$ cat src/rtl/mul_seq32.sv
// Unsigned WIDTHxWIDTH -> 2*WIDTH shift-and-add multiplier, one iteration per clock.
// Uses an external combinational adder: drives add_a/add_b, consumes add_res/add_cout.
module mul_seq32 #(
  parameter int unsigned WIDTH = 32,
  parameter int unsigned CNT_W = 6
) (
  input  logic                 clk,
  input  logic                 rst,
  input  logic                 start,
  input  logic [WIDTH-1:0]     op_a,
  input  logic [WIDTH-1:0]     op_b,
  output logic                 busy,
  output logic                 done,
  output logic [2*WIDTH-1:0]   product,
  output logic [WIDTH-1:0]     add_a,
  output logic [WIDTH-1:0]     add_b,
  input  logic [WIDTH-1:0]     add_res,
  input  logic                 add_cout
);

  typedef enum logic [1:0] {
    S_IDLE,
    S_RUN,
    S_DONE
  } state_e;

  state_e               state_q, state_d;
  logic [WIDTH-1:0]     hi_q, hi_d;
  logic [WIDTH-1:0]     lo_q, lo_d;
  logic [WIDTH-1:0]     mcand_q, mcand_d;
  logic [CNT_W-1:0]     cnt_q, cnt_d;
  logic [2*WIDTH-1:0]   product_q, product_d;

  logic                 load;
  logic                 last_iter;

  // Operands are accepted only outside RUN; start during RUN is ignored.
  assign load      = start && (state_q != S_RUN);
  assign last_iter = (state_q == S_RUN) && (cnt_q == CNT_W'(WIDTH - 1));

  // State register
  always_ff @(posedge clk) begin
    if (rst) begin
      state_q <= S_IDLE;
    end else begin
      state_q <= state_d;
    end
  end

  // Next-state logic
  always_comb begin
    state_d = state_q;
    unique case (state_q)
      S_IDLE: if (start) state_d = S_RUN;
      S_RUN:  if (last_iter) state_d = S_DONE;
      S_DONE: state_d = start ? S_RUN : S_IDLE;
      default: state_d = S_IDLE;
    endcase
  end

  // Outputs: all derived from registered state only
  always_comb begin
    busy    = (state_q == S_RUN);
    done    = (state_q == S_DONE);
    product = product_q;
    add_a   = hi_q;
    add_b   = lo_q[0] ? mcand_q : '0;
  end

  // Datapath next-state. The 65-bit {cout, sum, lo} >> 1 is written out per
  // register so the carry lands in hi[WIDTH-1] and sum[0] in lo[WIDTH-1].
  always_comb begin
    hi_d      = hi_q;
    lo_d      = lo_q;
    mcand_d   = mcand_q;
    cnt_d     = cnt_q;
    product_d = product_q;
    if (load) begin
      mcand_d = op_a;
      lo_d    = op_b;
      hi_d    = '0;
      cnt_d   = '0;
    end else if (state_q == S_RUN) begin
      hi_d  = {add_cout, add_res[WIDTH-1:1]};
      lo_d  = {add_res[0], lo_q[WIDTH-1:1]};
      cnt_d = cnt_q + CNT_W'(1);
      if (last_iter) begin
        product_d = {hi_d, lo_d};
      end
    end
  end

  always_ff @(posedge clk) begin
    if (rst) begin
      hi_q      <= '0;
      lo_q      <= '0;
      mcand_q   <= '0;
      cnt_q     <= '0;
      product_q <= '0;
    end else begin
      hi_q      <= hi_d;
      lo_q      <= lo_d;
      mcand_q   <= mcand_d;
      cnt_q     <= cnt_d;
      product_q <= product_d;
    end
  end

endmodule
$ cat config.mk
export PLATFORM = sky130hd
export DESIGN_NAME = mul_seq32
export DESIGN_NICKNAME = d
export VERILOG_FILES = /design/src/rtl/mul_seq32.sv
export SDC_FILE = /design/constraint.sdc
export NUM_CORES = 1
export LEC_CHECK = 0
export CAP_MARGIN = 30
export CORE_AREA = 2 2 129 131
export CTS_CLUSTER_SIZE = 12
export DETAILED_ROUTE_END_ITERATION = 6
export DIE_AREA = 0 0 131 133
export PLACE_DENSITY = 0.88
export SETUP_SLACK_MARGIN = 0.2
export SLEW_MARGIN = 20
export SYNTH_ARGS = -nofsm -noshare
export SYNTH_HDL_FRONTEND = slang
export SYNTH_SLANG_ARGS = --single-unit
$ cat constraint.sdc
create_clock -name clk -period 2.25 [get_ports clk]
set_input_delay 0.5625 -clock clk [delete_from_list [all_inputs] [get_ports clk]]
set_output_delay 0.5625 -clock clk [all_outputs]
set_load 0.01 [all_outputs]
Word-level counts from Yosys, hierarchy flattened --
Index checks and enable logic that the tools add are counted. W data, S select, Z words.
Word-level totals: logic and storage cells 28, input port bits 100, output and inout bits 130, register bits 168
Cells by class: reduce and logical (&&, ||, !) cells 7, multiplexer cells 7, equal/unequal tests 6, $add $sub $neg 1, bitwise gates (word level) 1
Operators by type and width (count):
- $mux W32 | 3
- $add A6 B1 Y6 const B | 1
- $eq A6 B5 Y1 const B | 1
- $pmux W2 S3 | 1
- $mux W2 | 2
- $ne A2 B1 Y1 const B | 2
- $reduce_and A3 Y1 | 1
- $eq A2 B1 Y1 const B | 1
- $eq A2 B2 Y1 const B | 1
- $logic_and A1 B1 Y1 | 2
- $logic_not A2 Y1 | 1
- $ne A2 B2 Y1 const B | 1
- $reduce_and A2 Y1 | 1
- $reduce_bool A2 Y1 | 1
- $reduce_or A2 Y1 | 1
- $mux W1 | 1
- $not A1 Y1 | 1

Longest topological paths before layout --
word-level depth 4, depth in mapped cells 6, depth with buffers taken out 4

Worst setup path after synthesis --
OpenSTA, ideal clock, no wires.
path kind input -> register, from in start, to reg cnt_q[5], cell stages on the path 5, arrival 1.305 ns, setup time 0.125 ns, required time 2.125 ns, buffers on the path 3, slack 0.820 ns, cell sequence buf_2 -> a21o_1 -> clkbuf_1 -> buf_2 -> a21oi_1
Between the ends: cells in the longest elaborated chain, start to end 2
Ends and longest elaborated chain:
- from (decl) | line 9 | input logic start,
- $logic_and A1 B1 Y1 | line 38 | assign load = start && (state_q != S_RUN);
- $reduce_or A2 Y1 (no line)
- to (signal assigned) | line 104 | cnt_q <= cnt_d;
- to (decl) | line 31 | logic [CNT_W-1:0] cnt_q, cnt_d;
Every way passes these cells. A chain may end at the register's enable or synchronous reset.

Worst setup path in the final report --
from reg lo_q[0], to out add_b[26]
Between the ends: cells in the longest elaborated chain, start to end 1
Ends and longest elaborated chain:
- from (decl) | line 29 | logic [WIDTH-1:0] lo_q, lo_d;
- from (signal assigned) | line 102 | lo_q <= lo_d;
- $mux W32 | line 67 | add_b = lo_q[0] ? mcand_q : '0;
- to (decl) | line 16 | output logic [WIDTH-1:0] add_b,
Every way passes these cells.

==> impl_metrics.csv <==
group,metric,value,unit
timing,finalClockSkew,7.92,ps
global_routing,grt_first_pass_wirelength,28400,um
synth,netlist_instances,781,
clocking,htree_levels,4,
global_routing,track_usage,20.5,%
cells_and_area,drive_gt1_share,5.17,%
power_and_ir_drop,p_leak,4.13,nW
timing,slew_viol_final,0,
synth,syn-num-nets,882,
global_routing,grt_overflow,0,
clocking,cts_buffer_depth,2,
cells_and_area,synthToLayoutAreaGrowth,43.3,%
cells_and_area,fillers,1333,
timing,tightest_slew,872,ps
detailed_routing,firstDrtPassIters,5,
timing,setup_viol,0,
critical_path,path_max_fanout,17,
power_and_ir_drop,vdd_drop_max,0.497,mV
timing,min_period,1990,ps
synth,synth_cell_types,28,
critical_path,cp.arrival,1430,ps
global_routing,antenna_found_initial,0,
detailed_routing,viasPerCell,5.07,
clocking,cts_tree,"done",
critical_path,path_cells,"clkbuf_16 -> and2_1 -> dlygate4sd2_1",
die,core,16200,um^2
power_and_ir_drop,swShare,24.8,%
clocking,holdBufCountCts,0,
cells_and_area,final_cell_mix,"193 x clkdlybuf4s50_1, 166 x dfxtp_1, 129 x nand2b_1, 96 x mux2i_1, 69 x a21oi_1",
cells_and_area,multi_input_area,3400,um^2
synth,synth_area,7110,um^2
critical_path,slowest_delay,370,ps
timing,rsz0062_at_grt,"no",
die,rows,47,
clocking,clk_pin_slew,70,ps
placed_design,io_buffers,229,
synth,seq_area_frac_synth,47.3,%
die,die_y,133,um
status,status,"finished, final reports clean",
critical_path,r2r-end,"product[59]",
hold_path,worstHoldStart,"rst",
synth,synth-main-ff-cell,"dfxtp_1",
timing,slew_headroom,41.8,%
clocking,cts_setup_buffers,0,
power_and_ir_drop,p_int,0.00509,W
power_and_ir_drop,seqPwrFrac,46.8,%
die,ios,230,
timing,post-route-period-util,88.3,%
power_and_ir_drop,clkPwrFrac,41.7,%
die,die_w,131,um
detailed_routing,drt-total-wl,18500,um
placed_design,dp_hpwl,11900,um
global_routing,grt_max_degree,109,
cells_and_area,seqCellArea,3370,um^2
global_routing,grt_pass1_vias,5696,
synth,netlist.area_leader.share,47.3,%
synth,ys_seq_elements,168,
synth,synth_warnings,0,
detailed_routing,drt_iter0_drc,308,
power_and_ir_drop,power.density,665,nW/um^2
critical_path,rrSetupSlack,540,ps
detailed_routing,drcViolationCount,0,
timing,tns,0,ps
cells_and_area,final_common_cell,"clkdlybuf4s50_1",
critical_path,end_kind,"primary output",
timing,hold_viol_final,0,
clocking,insertion_delay,420,ps
critical_path,reg2regPathDepth,5,
cells_and_area,fin_nets,1075,
power_and_ir_drop,comb_power_share,11.5,%
power_and_ir_drop,switching_power,0.00168,W
placed_design,gp_congestion,0.759,
timing,max_freq,503,MHz
clocking,clockRootBuffer,"clkbuf_16",
cells_and_area,fin_cells,1208,
synth,synth_top_cell_by_area,"dfxtp_1",
die,dieArea,17400,um^2
clocking,cts_made_buffers,17,
clocking,clock_sinks,168,
synth,syn_area_per_cell,9.10,um^2
detailed_routing,antenna_left,0,
synth,synthArstFlopShare,0,%
detailed_routing,route.vias.total,6130,
critical_path,cp-start-kind,"register",
synth,synth_edf_count,0,
die,start_util,44.0,%
hold_path,holdPathStages,2,
flow_run,maxCapViolCount,0,
placed_design,place_inst,1174,
detailed_routing,wl_per_cell,15.3,um
critical_path,crit-reg2reg-launch,"cnt_q[0]",
critical_path,worstSetupPathType,"register to primary output",
hold_path,min_to,"lo_q[20]",
synth,ys_top_cells_by_area,"dfxtp_1 47%, mux2i_1 14%, nand2b_1 11%",
critical_path,crit_path_top_delay_cell,"dfxtp_4",
hold_path,hold_path_class,"primary input to register",
critical_path,critPathRequiredTime,1690,ps
final cells by class:
| cell class | count | share of cell area, % |
|---|---|---|
| repair buffers | 242 | 25.1 |
| diodes | 1 | 0.0246 |
| clock buffers | 20 | 4.48 |
| multi-input cells | 542 | 33.3 |
| clock inverters | 12 | 1.14 |
| well taps | 220 | 2.70 |
| inverters | 3 | 0.111 |
| flip-flops and latches | 168 | 33.1 |
sequential cells by signal, indices dropped and copies added, names as in the netlist:
| name | cells |
|---|---|
| lo_q | 32 |
| product | 64 |
| cnt_q | 6 |
| add_a | 32 |
| mcand_q | 32 |
| state_q | 2 |
power groups by stage:
stage	Clock (W)	Sequential [W]	Combinational, W
final	0.00283	0.00317	0.000778
after global routing	0.00302	0.00318	0.000851
after CTS	0.00289	0.00317	0.000772
after detailed placement	0	0.00323	0.000767
after global placement	0	0.00323	0.000747
after floorplan	0	0.00322	0.000414
cell families (layout without fill, tap and decap cells):
kind of cell | after synthesis | in the layout | synth area share, %
other | 0 | 1 | 0
flip-flops | 168 | 168 | 47.3
AO/OA/AOI/OAI | 138 | 138 | 10.9
AND/OR/NAND/NOR | 305 | 305 | 22.8
buffers and inverters | 71 | 277 | 4.98
XOR/XNOR | 2 | 2 | 0.246
adder cells (fa/ha/maj) | 1 | 1 | 0.176
multiplexers | 96 | 96 | 13.5
how the worst max path moves through the flow:
stage	start	end	slack, ps	depth (start not counted)
2_1_floorplan	start	cnt_q[5]	820	5
3_3_place_gp	lo_q[0]	add_b[13]	480	3
3_5_place_dp	lo_q[0]	add_b[25]	450	3
4_1_cts	lo_q[0]	add_b[25]	40	3
5_1_grt	lo_q[0]	add_b[26]	230	3
6_report	lo_q[0]	add_b[26]	260	3
synthesized netlist by cell type (2+ instances only):
master and n:
o31ai_1 2, buf_1 2, clkbuf_1 39, a21oi_1 69
buf_6 7, nand3b_1 2, or4_1 2, mux2i_1 96
buf_2 16, and2_1 32, nor2_1 34, o21ai_0 34
nand2_1 67, a211oi_1 32, nand2b_1 129, nand3_1 34
inv_1 3, buf_4 4, dfxtp_1 168
stage by stage:
step / worst slack (ps) / hold WS, ps / power, W / util (%) / instance area [um^2]
5_1_grt: 233 / 430 / 0.00705 / 63.0 / 10200
4_1_cts: 36.8 / 407 / 0.00683 / 62.3 / 10100
3_5_place_dp: 445 / 446 / 0.00400 / 58.7 / 9500
2_1_floorplan: 820 / 447 / 0.00363 / - / 7110
3_3_place_gp: 483 / 441 / 0.00398 / 58.7 / 9500
6_report: 262 / 422 / 0.00677 / 63.0 / 10200
routing by layer:
layer  vias up  GRT usage [%]  wire (um)
li1       3015              -          -
met1      2879           25.7       8060
met2       205           34.0       8930
met3        31           5.22       1050
met4         0           7.27        422
met5         -              0          0
worst max-delay path: cells and delay by family, from the launching register on:
kind	cells	cell delay, ps
flops	1	370
simple gates	1	170
buf+inv	2	460
repair_timing:
item	CTS	global route
setup endpoints to repair	34	31
hold endpoints to repair	0	0
gates resized for setup	6	34
cloned	0	1
pin swaps	0	0
Power figures use the tool's default switching activity.
